[config.mk]
export PLATFORM = sky130hd
export DESIGN_NAME = beep_pattern_ctrl
export DESIGN_NICKNAME = d
export VERILOG_FILES = /design/src/rtl/beep_pkg.sv /design/src/rtl/beep_tone_gen.sv /design/src/rtl/beep_pattern_ctrl.sv
export SDC_FILE = /design/constraint.sdc
export NUM_CORES = 1
export LEC_CHECK = 0
export ABC_CLOCK_PERIOD_IN_PS = 2390
export CAP_MARGIN = 20
export CORE_ASPECT_RATIO = 1.75
export CORE_MARGIN = 1
export CORE_UTILIZATION = 56
export DETAILED_ROUTE_END_ITERATION = 10
export PLACE_DENSITY_LB_ADDON = 0.3
export SLEW_MARGIN = 10
export SYNTH_ARGS = -nofsm -noshare
export SYNTH_HDL_FRONTEND = slang
export SYNTH_SLANG_ARGS = --single-unit
[constraint.sdc]
create_clock -name sys_clk -period 2.39 [get_ports sys_clk]
set_input_delay 0.239 -clock sys_clk [delete_from_list [all_inputs] [get_ports sys_clk]]
set_output_delay 0.239 -clock sys_clk [all_outputs]
set_load 0.05 [all_outputs]
[src/rtl/beep_pkg.sv]
// beep_pkg: shared state codes, key indices and tone half-period helper for beep_pattern_ctrl.
package beep_pkg;
   typedef logic [1:0] state_t;
   localparam state_t ST_IDLE = 2'd0;
   localparam state_t ST_CONT = 2'd1;
   localparam state_t ST_ON   = 2'd2;
   localparam state_t ST_OFF  = 2'd3;
   localparam int KEY_TOGGLE = 0;
   localparam int KEY_BURST  = 1;
   localparam int KEY_TONE   = 2;
   function automatic logic [31:0] half_period(input int unsigned base, input logic [7:0] idx);
      return base >> idx;
   endfunction
endpackage

[src/rtl/beep_tone_gen.sv]
// beep_tone_gen: half-period counter and square toggle driving the passive buzzer tone.
module beep_tone_gen #(
   parameter int CW = 16
) (
   input  logic          sys_clk,
   input  logic          sys_rst,
   input  logic          en,
   input  logic          restart,
   input  logic [CW-1:0] half,
   output logic          square
);
   logic [CW-1:0] r_cnt;
   logic          r_sq;
   assign square = r_sq;
   always_ff @(posedge sys_clk) begin
      if (sys_rst || !en) begin
         r_cnt <= '0;
         r_sq  <= 1'b0;
      end else if (restart) begin
         r_cnt <= '0;
      end else if (r_cnt == half - 1'b1) begin
         r_cnt <= '0;
         r_sq  <= ~r_sq;
      end else begin
         r_cnt <= r_cnt + 1'b1;
      end
   end
endmodule

[src/rtl/beep_pattern_ctrl.sv]
// beep_pattern_ctrl: toggle/burst/tone key controller for a buzzer pin.
// Define BEEP_TONE_EN for the passive-buzzer square-wave build; otherwise beep is a plain level.
module beep_pattern_ctrl
   import beep_pkg::*;
#(
   parameter int BASE_HALF    = 50000,
   parameter int NUM_TONES    = 4,
   parameter int BURST_BEEPS  = 3,
   parameter int BEEP_ON_CYC  = 5000000,
   parameter int BEEP_OFF_CYC = 5000000
) (
   input  logic                             sys_clk,
   input  logic                             sys_rst,
   input  logic [2:0]                       key_flag,
   input  logic [2:0]                       key_value,
   output logic                             beep,
   output logic                             busy,
   output logic [$clog2(NUM_TONES)-1:0]     tone_idx,
   output logic [$clog2(BURST_BEEPS+1)-1:0] beeps_left
);
   localparam int LW   = $clog2(BURST_BEEPS + 1);
   localparam int PMAX = (BEEP_ON_CYC > BEEP_OFF_CYC) ? BEEP_ON_CYC : BEEP_OFF_CYC;
   localparam int PW   = $clog2(PMAX + 1);
   localparam logic [PW-1:0] ON_LAST  = PW'(BEEP_ON_CYC - 1);
   localparam logic [PW-1:0] OFF_LAST = PW'(BEEP_OFF_CYC - 1);
   localparam logic [LW-1:0] FULL     = LW'(BURST_BEEPS);

   logic [2:0]    w_press;
   logic          w_tog, w_bst, w_aud, w_inburst, w_done, w_phclr, w_beep_d;
   state_t        r_state, w_nstate;
   logic [PW-1:0] r_ph;
   logic [LW-1:0] r_left, w_nleft;
   logic          r_beep;

   assign w_press   = key_flag & ~key_value;
   assign w_tog     = w_press[KEY_TOGGLE];
   assign w_bst     = w_press[KEY_BURST];
   assign w_aud     = (r_state == ST_CONT) || (r_state == ST_ON);
   assign w_inburst = (r_state == ST_ON) || (r_state == ST_OFF);
   assign w_done    = (r_state == ST_ON) ? (r_ph == ON_LAST) : (r_ph == OFF_LAST);
   // A burst restart stays in BURST_ON but must still begin a fresh on-window.
   assign w_phclr   = (w_nstate != r_state) || (w_bst && !w_tog && w_inburst);
   assign busy      = r_state != ST_IDLE;
   assign beeps_left = r_left;
   assign beep      = r_beep;

   always_comb begin
      w_nstate = r_state;
      w_nleft  = r_left;
      if (r_state == ST_IDLE) begin
         if (w_tog) w_nstate = ST_CONT;
         else if (w_bst) begin
            w_nstate = ST_ON;
            w_nleft  = FULL;
         end
      end else if (r_state == ST_CONT) begin
         if (w_tog) w_nstate = ST_IDLE;
      end else if (w_tog) begin
         w_nstate = ST_IDLE;
         w_nleft  = '0;
      end else if (w_bst) begin
         w_nstate = ST_ON;
         w_nleft  = FULL;
      end else if (w_done) begin
         if (r_state == ST_ON) w_nstate = ST_OFF;
         else if (r_left > LW'(1)) begin
            w_nstate = ST_ON;
            w_nleft  = r_left - 1'b1;
         end else begin
            w_nstate = ST_IDLE;
            w_nleft  = '0;
         end
      end
   end

   always_ff @(posedge sys_clk) begin
      if (sys_rst) begin
         r_state <= ST_IDLE;
         r_ph    <= '0;
         r_left  <= '0;
         r_beep  <= 1'b0;
      end else begin
         r_state <= w_nstate;
         r_ph    <= (w_phclr || !w_inburst) ? '0 : r_ph + 1'b1;
         r_left  <= w_nleft;
         r_beep  <= w_beep_d;
      end
   end

`ifdef BEEP_TONE_EN
   localparam int CW = $clog2(BASE_HALF + 1);
   localparam int TW = $clog2(NUM_TONES);
   logic [TW-1:0] r_tone;
   logic          w_tone, w_sq;
   assign w_tone   = w_press[KEY_TONE];
   assign tone_idx = r_tone;
   // Gating with audible keeps a stale square level from leaking out after the state drops.
   assign w_beep_d = w_aud & w_sq;
   always_ff @(posedge sys_clk) begin
      if (sys_rst) r_tone <= '0;
      else if (w_tone) r_tone <= (r_tone == TW'(NUM_TONES - 1)) ? '0 : r_tone + 1'b1;
   end
   beep_tone_gen #(.CW(CW)) u_tone (
      .sys_clk (sys_clk),
      .sys_rst (sys_rst),
      .en      (w_aud),
      .restart (w_tone),
      .half    (CW'(half_period(BASE_HALF, 8'(r_tone)))),
      .square  (w_sq)
   );
`else
   logic w_unused_tone;
   assign w_unused_tone = w_press[KEY_TONE];
   assign tone_idx = '0;
   assign w_beep_d = w_aud;
`endif
endmodule

After elaboration in Yosys (flattened, before gate mapping)
Index checks and enable logic that the tools add are counted.
{"block": "totals", "ff_bits": 28, "inputBits": 8, "out_inout_bits": 6, "elab_cells": 50}
{"block": "classes", "n_addsub": 2, "order_cmp": 1, "n_eq_ne": 9, "muxes": 19, "bitwise": 2, "n_reduce_logical": 13}
{"op": "$mux 2", "n": 19}
{"op": "$add 23x1->23 const B", "n": 1}
{"op": "$eq 23x23->1 const B", "n": 1}
{"op": "$ne 2x2->1 const B", "n": 3}
{"op": "$reduce_and 5->1", "n": 1}
{"op": "$eq 2x2->1 const B", "n": 2}
{"op": "$logic_or 1x1->1", "n": 4}
{"op": "$ne 4x4->1 const B", "n": 1}
{"op": "$reduce_bool 4->1", "n": 1}
{"op": "$and 2x2->2", "n": 1}
{"op": "$eq 2x1->1 const B", "n": 1}
{"op": "$gt 2x1->1 const B", "n": 1}
{"op": "$logic_and 1x1->1", "n": 2}
{"op": "$logic_not 1->1", "n": 2}
{"op": "$logic_not 2->1", "n": 1}
{"op": "$ne 2x2->1", "n": 1}
{"op": "$not 2->2", "n": 1}
{"op": "$reduce_bool 2->1", "n": 1}
{"op": "$reduce_or 2->1", "n": 1}
{"op": "$sub 2x1->2 const B", "n": 1}

Depth between registers and ports, before layout
Gate-level depths: netlist of the first run.
{"block": "depth", "depth_word": 12, "mapped_depth": 8, "mapped_depth_nobuf": 6}

Least setup slack after synthesis of the first run
No wires, ideal clock.
{"block": "synth_timing", "kind": "flip-flop to flip-flop", "start": "reg r_ph[0]", "end": "reg r_left[0], in the netlist beeps_left[0]", "setup_ps": 121, "arrival_time_ps": 1878, "required_time_ps": 2269, "slack_ps": 391, "stages_incl_launch_ff": 8, "n_path_buf": 1, "period_less_slack_ps": 1999, "path_cell_list": "dfxtp_1 > ha_1 > inv_1 > or2_4 > or3_1 > buf_2 > nor4_2 > mux2_2"}
{"block": "synth_between", "elab_chain_len": 3}
{"item": "from (decl)", "line_no": "beep_pattern_ctrl.sv:31", "text": "logic [PW-1:0] r_ph;"}
{"item": "from (signal assigned)", "line_no": "beep_pattern_ctrl.sv:84", "text": "r_ph <= (w_phclr || !w_inburst) ? '0 : r_ph + 1'b1;"}
{"item": "$eq 23x23->1", "line_no": "beep_pattern_ctrl.sv:40", "text": "assign w_done = (r_state == ST_ON) ? (r_ph == ON_LAST) : (r_ph == OFF_LAST);"}
{"item": "$reduce_bool 4->1 (no line)"}
{"item": "$reduce_and 5->1 (no line)"}
{"item": "to (signal assigned)", "line_no": "beep_pattern_ctrl.sv:85", "text": "r_left <= w_nleft;"}
{"item": "to (decl)", "line_no": "beep_pattern_ctrl.sv:32", "text": "logic [LW-1:0] r_left, w_nleft;"}
No other way between the ends.
A chain may end at the register's enable or synchronous reset.

Final worst setup path of the first run
Ends and elaborated chain as after synthesis.

==> results of run 1 <==
==> final cells by class <==
type,count,area [sq um],area share
multi-input combinational,136,887,0.525
sequential,28,561,0.332
timing repair buffer,15,133,0.0785
clock buffer,4,55.1,0.0326
tap,26,32.5,0.0192
inverter,6,22.5,0.0133
==> power groups by stage <==
stage | registers [mW] | logic [mW] | clock network, mW
4_1_cts | 0.480 | 0.111 | 0.291
3_3_place_gp | 0.491 | 0.109 | 0
6_report | 0.480 | 0.112 | 0.281
3_5_place_dp | 0.491 | 0.111 | 0
2_1_floorplan | 0.504 | 0.0630 | 0
5_1_grt | 0.482 | 0.123 | 0.311
==> metrics by stage <==
step                hold WS, ns  std cells   util  setup slack [ns]  area (sq um)
global placement          0.467        211  0.648             0.290          1640
finish                    0.486        215  0.670             0.213          1690
detailed placement        0.477        211  0.648             0.233          1640
CTS                       0.489        215  0.670             0.222          1690
floorplan                 0.311        179      -             0.391          1510
global route              0.514        215  0.670             0.135          1690
==> cell usage after synthesis, drive strengths merged (6+ instances only) <==
| cell type | count |
|---|---|
| xor2 | 9 |
| xnor2 | 10 |
| nor2 | 13 |
| inv | 6 |
| a21oi | 6 |
| nand3 | 13 |
| nor4 | 9 |
| ha | 6 |
| nor3 | 18 |
| nand2 | 9 |
| dfxtp | 28 |
==> layer usage <==
metal | vias to the layer above | routed length (um) | global-route usage
met2 | 31 | 1860 | 0.467
met5 | - | 0 | 0
met1 | 639 | 1250 | 0.252
met3 | 6 | 100 | 0.0376
li1 | 660 | - | -
met4 | 0 | 47 | 0.104
==> registers in the layout, indices dropped and copies added (netlist names) <==
register    flops
beeps_left      2
r_ph           23
r_state         2
beep            1
==> cell families (layout without fill, tap and decap cells) <==
logic type | after synthesis | count (layout)
muxes | 3 | 3
other | 1 | 2
and+or+nand+nor | 85 | 85
DFF | 28 | 28
AOI/OAI and AO/OA | 21 | 21
adders and majority gates | 6 | 6
xor gates and xnor gates | 19 | 19
buffers and inverters | 15 | 25
==> worst max path at each step <==
stage	slack [ns]	end	cells past startpoint
floorplan	0.39	beeps_left[0]	7
global placement	0.29	beeps_left[0]	6
detailed placement	0.23	beeps_left[0]	6
CTS	0.22	beeps_left[0]	6
global route	0.13	r_ph[3]	7
finish	0.21	beeps_left[0]	6
==> metrics, run 1 <==
result of the run=finished clean; share of the synthesized area in the top cell type=0.371; critical path data arrival time=2.34 ns; Worst Hold Depth=1; Die Outline Area=0.00292 sq mm; startpoint of the most critical register-to-register path=r_ph[0]; hold crit path type=flop to flop; proportion of synthesized chip area in sequential cells=0.371; total congestion overflow=0; vias in the first global route=around 1300; setup repair after global routing missed its margin=no; Setup crit start=r_ph[0]; number of register bits inferred by synthesis=28; Yosys cell types=38; CTS tree=built; Routed WL per cell=15.2 um; pin count of the biggest net entering global routing=16; most frequent standard cell in the layout excluding fill and tap cells=dfxtp_1; biggest area consumer among synthesized cells=dfxtp_1; critical path cell sequence=ha_1, inv_1, or2_4, or3_1, nor4_2, mux2_2; number of antenna violations at the first check in global routing=0; post-cts repair resize count=0; first-pass GRT wire length=5.33 mm; Pwr per Cell Area=517 mW/mm^2; Filler Cells Inserted=216; remaining design rule violation count=0; Mapped Cells=between 150 and 200; largest stage delay on the critical path=0.47 ns; internal reg-to-reg setup slack=0.21 ns; Worst EP required=2.56 ns; critical path's slowest cell=or3_1; Lkg Pwr=0.548 nW; ranking of synthesized cells by area=dfxtp_1 37%, nor3_1 6.0%, xnor2_1 5.8%, xor2_1 5.2%, ha_1 5.0%; Clock Pin Slew Worst Setup and Hold Paths=0.09 ns; combinational family with the most area after synthesis=simple AND/OR/NAND/NOR gates; Inserted Clock Buffers=3; sum of internal, switching and leakage power=~0.87 mW; terminus of the critical flop-to-flop path=beeps_left[0]; Longest Clk Path Bufs=2; Final Max Slew Viols=0; Setup Viol. Count Final=0; depth of the most critical reg-to-reg path=6; starting utilization of the core area=0.599; clock power share=0.322; Max FO, Critical Path=6; Post-CTS Setup Inserts=0; Placement Rows=24; die height=70.7 um; type of destination of the critical path=flop; Worst Setup Start Kind=flop; H-tree levels=1; fraction of synthesized area in multiplexers=0.0207; First-pass DRT Iterations=4; highest ir drop seen on vdd=0.406 mV; number of flops mapped to enable cells by yosys=0; Final Hold Fails=0; number of DRC markers in iteration 0=47; Routed Wire Length=roughly 3.3 mm; clock tree root buffer cell=clkbuf_8; total of hold buffers inserted after clock tree synthesis=0; Fmax achieved=roughly 460 MHz; floorplan core area=around 0.0025 sq mm; area overhead of the layout relative to synthesis=11.9%; num ports=14; Post-Synth XOR/XNOR Area=0.110; worst hold path startpoint=r_ph[0]; simple-gate area share of the yosys netlist=0.312; synthesized area=0.00151 sq mm; half-perimeter wire length after detailed placement=2.47 mm; clock sink count=28; insertion delay to the later sink of the worst-skew pair=between 0.2 and 0.3 ns; Reg power frac=0.550; Final period util=0.911; drt via density=~6.2; total track usage=0.254; share of flip-flops with an asynchronous set or reset after synthesis=0; Antenna Nets Post-Route=0; portion of total power attributed to combinational logic=0.128; commonest non-fill, non-tap cells in the layout=28 x dfxtp_1, 18 x nor3_1, 13 x nand3_1, 13 x nor2_1, 10 x xnor2_1; net count of the finished layout=around 200; average size of a mapped cell=8.48 sq um; switching power of the nets=0.211 mW; CP Class=flop to flop; share of final-layout standard cells stronger than drive strength 1=0.0794; worst clock skew on the final layout=between 0.003 and 0.004 ns; number of antenna cells inserted=0; IO buf count=9; cell type group with the largest total delay on the critical path=simple AND/OR/NAND/NOR gates; aggregate negative setup slack=0 ns; Horiz. Die Dim=41.3 um; switching portion of total power=0.241; final critical delay including setup and external delays=2.18 ns; end point of the most critical hold path=r_ph[0]; worst slew pin tran=about 0.57 ns; total number of vias=1336; last weighted congestion value of the routability-driven placer=0.829; Most used DFF post-synth=dfxtp_1; Rel. slew slack=0.620; cell internal power dissipation=approximately 0.66 mW; Max-Cap Viols=0; share of the synthesized area in compound gates (AO/OA/AOI/OAI)=0.0903; Buffers & Inverters on Critical Path=1; Synth Area in Adders=0.0497; Ys Warns=0
(Power assumes the default switching activity.)
==> run 2: changes to the inputs <==
--- a/config.mk
+++ b/config.mk
@@ -11,7 +11,7 @@
 export CORE_MARGIN = 1
 export CORE_UTILIZATION = 56
 export DETAILED_ROUTE_END_ITERATION = 10
-export PLACE_DENSITY_LB_ADDON = 0.3
+export PLACE_DENSITY_LB_ADDON = 0.25
 export SLEW_MARGIN = 10
 export SYNTH_ARGS = -nofsm -noshare
 export SYNTH_HDL_FRONTEND = slang
==> metrics, run 2 (synthesized netlist as in run 1, its figures left out) <==
result of the run=finished clean; terminus of the critical flop-to-flop path=r_ph[14]; die height=70.7 um (unchanged); depth of the most critical reg-to-reg path=8 (+2); insertion delay to the later sink of the worst-skew pair=0.27 ns (about the same); worst clock skew on the final layout=0.00325 ns (-0.000256 ns); worst slew pin tran=0.662 ns (+0.0974 ns); Antenna Nets Post-Route=0 (unchanged); net count of the finished layout=206 (+0.98%); total congestion overflow=0 (unchanged); Buffers & Inverters on Critical Path=3 (+2); Reg power frac=0.571 (+0.021); portion of total power attributed to combinational logic=0.135 (+0.007); Horiz. Die Dim=41.3 um (unchanged); area occupied by multi-input gates=887 sq um (unchanged); total track usage=0.253 (-0.000726); Post-CTS Setup Inserts=0 (unchanged); Worst EP required=2.54 ns (-0.02 ns); Fmax achieved=441 MHz (-3.9%); area overhead of the layout relative to synthesis=12.0% (about the same); flip-flop count of the largest register after layout=23 (unchanged); largest reg by FF count=r_ph; clock sink count=28 (unchanged); Pwr per Cell Area=498 mW/mm^2 (-3.7%); Lkg Pwr=0.552 nW (+0.62%); Setup Viol. Count Final=0 (unchanged); Final period util=0.948 (+0.0373); internal reg-to-reg setup slack=0.12 ns (-0.09 ns); Die Outline Area=0.00292 sq mm (unchanged); sum of internal, switching and leakage power=0.842 mW (-3.6%); Routed Wire Length=3.43 mm (+5.1%); type of destination of the critical path=flop; hold crit path type=flop to flop; setup repair after global routing missed its margin=no; worst hold path startpoint=r_ph[0]; Clock Pin Slew Worst Setup and Hold Paths=0.08 ns (about the same); Max FO, Critical Path=12 (+6); Final Hold Fails=0 (unchanged); critical path cell sequence=inv_1, ha_1, buf_4, a2111oi_0, o21ai_0, a21oi_1, buf_4, nor3_1; aggregate negative setup slack=0 ns (unchanged); vias in the first global route=1300 (-2.7%); end point of the most critical hold path=r_ph[0]; clock tree root buffer cell=clkbuf_8; half-perimeter wire length after detailed placement=2.69 mm (+8.7%); clock power share=0.294 (-0.028); Worst Hold Depth=1 (unchanged); startpoint of the most critical register-to-register path=r_state[0]; number of antenna cells inserted=0 (unchanged); Filler Cells Inserted=213 (-1.4%); Rel. slew slack=0.554 (-0.0655); First-pass DRT Iterations=4 (unchanged); CTS tree=built; H-tree levels=1 (unchanged); critical path data arrival time=2.42 ns (+0.08 ns); FF+latch area=561 sq um (unchanged); Routed WL per cell=15.9 um (+4.6%); final critical delay including setup and external delays=2.27 ns (+0.0892 ns); starting utilization of the core area=0.599 (unchanged); Worst Setup Start Kind=flop; first-pass GRT wire length=5.16 mm (-3.2%); cell type group with the largest total delay on the critical path=compound AO/OA/AOI/OAI gates; cell internal power dissipation=0.630 mW (-5.0%); number of DRC markers in iteration 0=42 (-11%); critical path's slowest cell=dfxtp_1; CP Class=flop to flop; drt via density=6.18 (-0.61%); Longest Clk Path Bufs=2 (unchanged); cell with the most instances on the worst path=buf_4; pin count of the biggest net entering global routing=15 (-1); num ports=14 (unchanged); highest ir drop seen on vdd=0.491 mV (+21%); switching portion of total power=0.251 (+0.0104); remaining design rule violation count=0 (unchanged); floorplan core area=0.00252 sq mm (unchanged); IO buf count=9 (unchanged); total number of vias=1334 (-0.15%); most frequent standard cell in the layout excluding fill and tap cells=dfxtp_1; largest stage delay on the critical path=0.46 ns (about the same); post-cts repair resize count=0 (unchanged); total of hold buffers inserted after clock tree synthesis=0 (unchanged); share of final-layout standard cells stronger than drive strength 1=0.0842 (+0.00485); last weighted congestion value of the routability-driven placer=0.862 (+4.0%); Max-Cap Viols=0 (unchanged); commonest non-fill, non-tap cells in the layout=28 x dfxtp_1, 18 x nor3_1, 13 x nand3_1, 13 x nor2_1, 10 x xnor2_1; Placement Rows=24 (unchanged); Inserted Clock Buffers=3 (unchanged); number of antenna violations at the first check in global routing=0 (unchanged); switching power of the nets=0.212 mW (+0.52%); Final Max Slew Viols=0 (unchanged)
run 2: cell types whose count changed in the layout (fill, tap and decap cells not counted), sizes merged:
cell    before  now
buf          7    9
clkbuf       4    3
run 2: how the worst max path moves through the flow:
stage                    start            end  slack [ns]  cells past startpoint
floorplan              r_ph[0]  beeps_left[0]        0.39                      7
global placement       r_ph[2]  beeps_left[0]        0.34                      5
detailed placement  r_state[0]       r_ph[18]        0.16                      8
CTS                 r_state[0]       r_ph[22]        0.16                      8
global route        r_state[0]       r_ph[14]       0.005                      8
finish              r_state[0]       r_ph[14]        0.12                      8
run 2: stage by stage:
| stage | instance area [sq um] | util | instances | setup slack, ns | hold slack (ns) |
|---|---|---|---|---|---|
| 2_1_floorplan | 1510 | - | 179 | 0.391 | 0.311 |
| 5_1_grt | 1690 | 0.671 | 216 | 0.00534 | 0.520 |
| 3_5_place_dp | 1650 | 0.654 | 213 | 0.163 | 0.487 |
| 6_report | 1690 | 0.671 | 216 | 0.123 | 0.495 |
| 3_3_place_gp | 1650 | 0.654 | 213 | 0.339 | 0.469 |
| 4_1_cts | 1690 | 0.671 | 216 | 0.160 | 0.499 |
run 2: routing by layer:
metal | global-route usage | share of wire | wire, um | up-vias
met5 | 0 | 0 | 0 | -
met4 | 0.104 | 0.025 | 86 | 0
met3 | 0.0282 | 0.022 | 75 | 12
met2 | 0.512 | 0.60 | 2070 | 26
met1 | 0.202 | 0.35 | 1200 | 634
li1 | - | - | - | 662
run 2: power by group through the flow:
| stage | clock network (mW) | logic (mW) | registers, mW |
|---|---|---|---|
| after floorplan | 0 | 0.0630 | 0.504 |
| after global placement | 0 | 0.110 | 0.491 |
| after detailed placement | 0 | 0.113 | 0.492 |
| after CTS | 0.251 | 0.113 | 0.481 |
| after global routing | 0.267 | 0.122 | 0.482 |
| final | 0.247 | 0.114 | 0.481 |
run 2: cell type report:
| cell class | instances | share of cell area |
|---|---|---|
| timing repair buffer | 17 | 0.0873 |
| clock buffer | 3 | 0.0244 |
| multi-input combinational | 136 | 0.524 |
| sequential | 28 | 0.331 |
| inverter | 6 | 0.0133 |
| tap | 26 | 0.0192 |
